### src/rtl/pe_sched_pkg.sv
// Shared encodings for the PE job scheduler: FSM states, job modes and response error codes.
package pe_sched_pkg;

  typedef enum logic [2:0] {
    ST_IDLE = 3'd0,
    ST_RUN1 = 3'd1,
    ST_GAP  = 3'd2,
    ST_RUN2 = 3'd3,
    ST_RESP = 3'd4
  } sched_state_e;

  typedef enum logic [1:0] {
    PE_MODE_NORMAL    = 2'd0,
    PE_MODE_REDUNDANT = 2'd1,
    PE_MODE_DUAL      = 2'd2,
    PE_MODE_ILLEGAL   = 2'd3
  } pe_mode_e;

  typedef enum logic [1:0] {
    RESP_OK       = 2'd0,
    RESP_MISMATCH = 2'd1,
    RESP_TIMEOUT  = 2'd2,
    RESP_ILLEGAL  = 2'd3
  } resp_err_e;

endpackage

### src/rtl/pe_job_scheduler_rr_arbiter.sv
// Round-robin arbiter: one-hot grant searched from the index after the last advanced grant.
module rr_arbiter
  import pe_sched_pkg::*;
#(
  parameter int NUM_REQ = 4
) (
  input  logic               clk,
  input  logic               rst_n,
  input  logic [NUM_REQ-1:0] req,
  input  logic               advance,
  output logic [NUM_REQ-1:0] grant
);

  localparam int IDX_W = $clog2(NUM_REQ);

  logic [IDX_W-1:0] r_ptr;
  logic [IDX_W-1:0] w_sel;
  logic [IDX_W-1:0] w_idx;
  logic             w_hit;

  always_comb begin
    w_sel = '0;
    w_idx = '0;
    w_hit = 1'b0;
    for (int k = 0; k < NUM_REQ; k++) begin
      w_idx = IDX_W'((int'(r_ptr) + k) % NUM_REQ);
      if (!w_hit && req[w_idx]) begin
        w_hit = 1'b1;
        w_sel = w_idx;
      end
    end
  end

  always_comb begin
    grant        = '0;
    grant[w_sel] = w_hit;
  end

  always_ff @(posedge clk or negedge rst_n) begin
    if (!rst_n) begin
      r_ptr <= '0;
    end else if (advance && w_hit) begin
      r_ptr <= (w_sel == IDX_W'(NUM_REQ - 1)) ? '0 : w_sel + 1'b1;
    end
  end

endmodule

### src/rtl/pe_job_scheduler.sv
// Arbitrates job requests onto one processing element, runs one or two passes with a
// per-pass timeout, and returns the captured result with an error code.
module pe_job_scheduler
  import pe_sched_pkg::*;
#(
  parameter int DATA_WIDTH  = 32,
  parameter int VECTOR_SIZE = 2,
  parameter int NUM_REQ     = 4,
  parameter int TIMEOUT_CYC = 16
) (
  input  logic                                    clk,
  input  logic                                    rst_n,
  input  logic [NUM_REQ-1:0]                      req_valid,
  input  logic [NUM_REQ-1:0][1:0]                 req_mode,
  output logic [NUM_REQ-1:0]                      req_ready,
  output logic [$clog2(NUM_REQ)-1:0]              grant_id,
  output logic                                    pe_enable,
  output logic [1:0]                              pe_mode,
  input  logic                                    pe_done,
  input  logic [VECTOR_SIZE-1:0][DATA_WIDTH-1:0]  pe_result,
  output logic                                    resp_valid,
  input  logic                                    resp_ready,
  output logic [$clog2(NUM_REQ)-1:0]              resp_id,
  output logic [VECTOR_SIZE-1:0][DATA_WIDTH-1:0]  resp_data,
  output logic [1:0]                              resp_err
);

  localparam int IDX_W = $clog2(NUM_REQ);
  localparam int CNT_W = $clog2(TIMEOUT_CYC + 1);

  sched_state_e                           r_state;
  sched_state_e                           w_next;
  pe_mode_e                               r_mode;
  pe_mode_e                               w_gmode;
  resp_err_e                              r_err;
  logic [IDX_W-1:0]                       r_gid;
  logic [IDX_W-1:0]                       w_gidx;
  logic [CNT_W-1:0]                       r_cnt;
  logic [VECTOR_SIZE-1:0][DATA_WIDTH-1:0] r_data;
  logic [NUM_REQ-1:0]                     w_grant;
  logic                                   w_accept;
  logic                                   w_pe_en;
  logic                                   w_timeout;

  rr_arbiter #(.NUM_REQ(NUM_REQ)) u_arb (
    .clk     (clk),
    .rst_n   (rst_n),
    .req     (req_valid),
    .advance (w_accept),
    .grant   (w_grant)
  );

  always_comb begin
    w_gidx = '0;
    for (int i = 0; i < NUM_REQ; i++) begin
      if (w_grant[i]) w_gidx = IDX_W'(i);
    end
  end

  assign w_gmode   = pe_mode_e'(req_mode[w_gidx]);
  assign w_timeout = (r_cnt == CNT_W'(TIMEOUT_CYC - 1));

  always_ff @(posedge clk or negedge rst_n) begin
    if (!rst_n) r_state <= ST_IDLE;
    else        r_state <= w_next;
  end

  always_comb begin
    w_next   = r_state;
    w_accept = 1'b0;
    w_pe_en  = 1'b0;
    case (r_state)
      ST_IDLE: begin
        if (|w_grant) begin
          w_accept = 1'b1;
          w_next   = (w_gmode == PE_MODE_ILLEGAL) ? ST_RESP : ST_RUN1;
        end
      end
      ST_RUN1: begin
        w_pe_en = 1'b1;
        if (pe_done)        w_next = (r_mode == PE_MODE_REDUNDANT) ? ST_GAP : ST_RESP;
        else if (w_timeout) w_next = ST_RESP;
      end
      // Wait for the PE to drop its done flag so the second pass starts clean
      ST_GAP: begin
        if (!pe_done) w_next = ST_RUN2;
      end
      ST_RUN2: begin
        w_pe_en = 1'b1;
        if (pe_done || w_timeout) w_next = ST_RESP;
      end
      ST_RESP: begin
        if (resp_ready) w_next = ST_IDLE;
      end
      default: w_next = ST_IDLE;
    endcase
  end

  // Accept pulse is masked while reset is held so every output reads zero in reset
  assign req_ready  = (w_accept && rst_n) ? w_grant : '0;
  assign grant_id   = r_gid;
  assign resp_id    = r_gid;
  assign pe_enable  = w_pe_en;
  assign pe_mode    = r_mode;
  assign resp_valid = (r_state == ST_RESP);
  assign resp_data  = r_data;
  assign resp_err   = r_err;

  always_ff @(posedge clk or negedge rst_n) begin
    if (!rst_n) begin
      r_gid  <= '0;
      r_mode <= PE_MODE_NORMAL;
      r_err  <= RESP_OK;
      r_data <= '0;
      r_cnt  <= '0;
    end else begin
      r_cnt <= (w_pe_en && (w_next == r_state)) ? r_cnt + 1'b1 : '0;
      if (w_accept) begin
        r_gid  <= w_gidx;
        r_mode <= w_gmode;
        if (w_gmode == PE_MODE_ILLEGAL) begin
          r_err  <= RESP_ILLEGAL;
          r_data <= '0;
        end else begin
          r_err  <= RESP_OK;
        end
      end else if (w_pe_en && pe_done) begin
        r_data <= pe_result;
        if ((r_state == ST_RUN2) && (pe_result != r_data)) r_err <= RESP_MISMATCH;
      end else if (w_pe_en && w_timeout) begin
        r_err <= RESP_TIMEOUT;
      end
    end
  end

endmodule
### config.mk
export PLATFORM = sky130hd
export DESIGN_NAME = pe_job_scheduler
export DESIGN_NICKNAME = d
export VERILOG_FILES = /design/src/rtl/pe_sched_pkg.sv /design/src/rtl/pe_job_scheduler_rr_arbiter.sv /design/src/rtl/pe_job_scheduler.sv
export SDC_FILE = /design/constraint.sdc
export NUM_CORES = 1
export LEC_CHECK = 0
export BUFFER_PORTS_ARGS = -buffer_cell sky130_fd_sc_hd__buf_2
export CAP_MARGIN = 40
export CORE_ASPECT_RATIO = 1.4
export CORE_MARGIN = 3
export CORE_UTILIZATION = 45
export DETAILED_ROUTE_END_ITERATION = 10
export PLACE_DENSITY = 0.74
export SETUP_SLACK_MARGIN = 0.2
export SYNTH_ARGS = -nofsm -noshare
export SYNTH_HDL_FRONTEND = slang
export SYNTH_HIERARCHICAL = 1
export SYNTH_SLANG_ARGS = --single-unit
### constraint.sdc
create_clock -name clk -period 3.3 [get_ports clk]
set_input_delay 0.99 -clock clk [delete_from_list [all_inputs] [get_ports clk]]
set_output_delay 0.99 -clock clk [all_outputs]
set_load 0.02 [all_outputs]
==> impl_metrics.yaml <==
cells_and_area:
  final_nets: 743
  layout-drive-gt1-share_pct: 44.9
  syn_to_final_growth_pct: 46.5
  postLayoutCellArea_um2: 6290
  stdcell_count: 768
  diodes: 0
setup_path:
  path_cells: "buf_6 > or3b_4 > o221ai_4 > buf_4 > ha_4 > and2b_2 > and3_4 > buf_6"
  reg2reg_depth: 14
  worstSetupStartpointType: "input port"
  critPathRequiredTime_ns: 2.31
  cp_data_arrival_time_ns: 2.30
  startpoint: "req_valid[0]"
  critPathMaxStageDelay_ns: 0.39
  cpMostUsedCell: "buf_6"
  critical_path_class: "input port to output pin"
  rr_startpoint: "u_arb/r_ptr[1]"
  cp_slowest_cell: "or3b_4"
  critPathCaptureType: "output pin"
  endpoint: "req_ready[2]"
  cp_max_fo: 5
  r2r-end: "r_state[2]"
  reg2reg_slack_ns: 0.23
placement:
  placedCellCount: 731
  gp_congestion: 0.816
  dpl_cell_area_um2: 5310
  numPortBuffers: 157
  hpwl_mm: 9.24
cts:
  clk_transition_reported_paths_ns: 0.06
  cts_tree: "built"
  cts-buffers-inserted: 9
  cts.sinks: 80
  clockBufferDepth: 2
  clock_latency_ns: 0.33
  ctsHtreeMaxLevel: 3
  cts_root_buffer: "clkbuf_16"
  ctsHoldBuffers: 0
detailed_routing:
  vias: 4222
  drc: 0
  drt_iter0_drc: 166
  vias_per_cell: 5.50
  drt_pass1_iterations: 4
  routedWlPerCell_um: 18.6
  wl_mm: 14.3
  postRouteAntennaNets: 0
timing:
  fin_crit_sh_pct: 99.8
  hold_viol: 0
  period_minus_slack_ns: 3.29
  final.setup.tns_ns: 0
  finClkSkew_ns: 0.00572
  fmax_ghz: 0.304
  relSlewSlack_pct: 54.0
  worstMarginPinSlew_ns: 0.690
  setup_viol: 0
  rsz0062_at_grt: "yes"
  maxSlewViolCount: 0
floorplan:
  die_h_um: 122
  start_util_pct: 46.8
  core_area_um2: 9180
  die_w_um: 88.6
  die-area_um2: 10800
  io_pins: 158
  num_rows: 41
global_route:
  grt_max_degree: 53
  antenna_found_initial: 0
  first_global_vias: 3908
  grt_pass1_wl_mm: 19.1
  gr-total-overflow: 0
  grtUsageTotal_pct: 23.0
yosys:
  seq_area_frac_synth_pct: 46.6
  synth_commonest_cells: "nand2_1 (133), dfrtp_1 (80), o21ai_0 (64)"
  synth_mux_area_share_pct: 2.04
  synth-edff-count: 0
  synth-xor-area-share_pct: 13.4
  synth-seq-cells: 80
  yosys.area.top_type: "dfrtp_1"
  yosysWarnings: 6
  synth_top_family_by_area: "simple AND/OR/NAND/NOR gates"
  synth_ff_type: "dfrtp_1"
  synth_compound_area_share_pct: 11.9
  synth_top_area_share_pct: 46.6
  syn_inst: 476
  yosys.area_share.adder_pct: 1.75
  synth_cell_types: 49
  yosysMostFrequentCell: "nand2_1"
  syn-cell-area_um2: 4300
  ys_async_sr_fraction_pct: 100
  syn-num-nets: 562
  syn_area_per_cell_um2: 9.03
  ys_top_cells_by_area: "dfrtp_1 (47%), nand2_1 (12%), xor2_1 (11%)"
  synthSimpleGateAreaFrac_pct: 20.1
pwr:
  intPower_mw: 3.61
  comb_power_share_pct: 56.7
  ir_drop_mv: 0.534
  p_per_area_nw_per_um2: 1050
  p_switching_mw: 3.01
  p_leak_nw: 3.13
  clkPwrFrac_pct: 13.8
  switching_share_pct: 45.5
  design_power_total_mw: 6.62
  power_frac_seq_pct: 29.5
run:
  max_cap_viol_count: 0
hold_path:
  hp-class: "input port to async pin"
outcome:
  outcome: "finished, final reports clean"
[flip-flops by register name (all words and copies together), names as in the netlist]
signal,cells
pe_mode,2
resp_err,2
resp_data,64
r_cnt,5
u_arb/r_ptr,2
r_state,3
grant_id,2
[logic make-up (layout without fill, tap and decap cells)]
| group | count (synthesis) | after routing |
|---|---|---|
| adder cells (fa/ha/maj) | 6 | 6 |
| buffers and inverters | 35 | 219 |
| multiplexers | 8 | 8 |
| AND/OR/NAND/NOR | 191 | 192 |
| XOR/XNOR | 66 | 66 |
| flip-flops | 80 | 80 |
| AO/OA/AOI/OAI | 90 | 90 |
[layout by cell type (no fill, tap or decap), types with 2 or more instances in the layout]
cell type / netlist / layout
buf_2: 4 / 150
nand2_1: 133 / 132
dfrtp_1: 80 / 80
xor2_1: 53 / 53
o21ai_2: 0 / 50
buf_4: 2 / 17
o21ai_0: 64 / 14
clkbuf_16: 0 / 14
xnor2_1: 13 / 13
nor4_1: 13 / 13
nor2_1: 11 / 11
inv_1: 11 / 10
buf_6: 4 / 10
buf_12: 0 / 8
and3_4: 0 / 5
nand4_1: 5 / 5
a21oi_1: 6 / 5
mux2_2: 5 / 5
a211o_1: 3 / 3
and3_1: 6 / 3
ha_1: 6 / 3
a21boi_2: 0 / 2
nor3b_4: 0 / 2
a221oi_4: 0 / 2
nor4b_1: 2 / 2
a21o_1: 2 / 2
nand3_1: 2 / 2
clkbuf_8: 0 / 2
clkinv_2: 0 / 2
buf_8: 0 / 2
and2b_2: 0 / 2
ha_4: 0 / 2
[cell type report]
class / count / area (um2)
Clock inverter: 3 / 17.5
Clock buffer: 12 / 256
Timing Repair Buffer: 193 / 1330
Tap cell: 107 / 134
Multi-Input combinational cell: 362 / 2510
Fill cell: 720 / 2890
Inverter: 11 / 41.3
Sequential cell: 80 / 2000
[worst min path at each step]
stage | slack [ns] | depth (start not counted) | to
3_3_place_gp | 0.44 | 1 | r_cnt[0]
2_1_floorplan | 0.43 | 1 | r_cnt[0]
6_report | 0.47 | 1 | u_arb/r_ptr[0]
3_5_place_dp | 0.46 | 1 | r_cnt[0]
4_1_cts | 0.47 | 1 | u_arb/r_ptr[0]
5_1_grt | 0.47 | 1 | grant_id[0]
[layer usage]
metal	up-vias	wire length (um)	share of wire (%)	track usage, %
met4	0	254	1.8	7.47
met1	2085	5240	37	27.6
met5	-	0	0	0
li1	1959	-	-	-
met2	161	7800	55	39.8
met3	17	964	6.8	5.75
[through the flow]
step           hold WS, ns  worst slack [ns]  util, %
2_1_floorplan        0.433             0.211        -
3_3_place_gp         0.444           -0.0442     57.5
3_5_place_dp         0.462           -0.0808     57.8
4_1_cts              0.468          0.000535     62.1
5_1_grt              0.468           -0.0389     68.6
6_report             0.467           0.00574     68.6
[power groups by stage]
stage | clock network (mW) | logic [mW] | registers [mW]
detailed placement | 0 | 2.89 | 1.94
global placement | 0 | 2.82 | 1.90
CTS | 0.922 | 2.96 | 1.94
floorplan | 0 | 1.30 | 2.43
finish | 0.910 | 3.75 | 1.95
global route | 0.963 | 4.03 | 2.01
[critical path: cells and delay by family]
family	cells	cell delay [ns]
AO/OA/AOI/OAI	1	0.10
adder cells (fa/ha/maj)	1	0.12
buffers and inverters	3	0.38
AND/OR/NAND/NOR	3	0.71
[timing repair]
action                                  CTS  global route
resized for setup                        22           129
endpoints found under the setup margin    4            71
pin swaps                                 4            22
buffers inserted                          4             9
gates cloned                              0             9
Power figures use the tool's default switching activity.
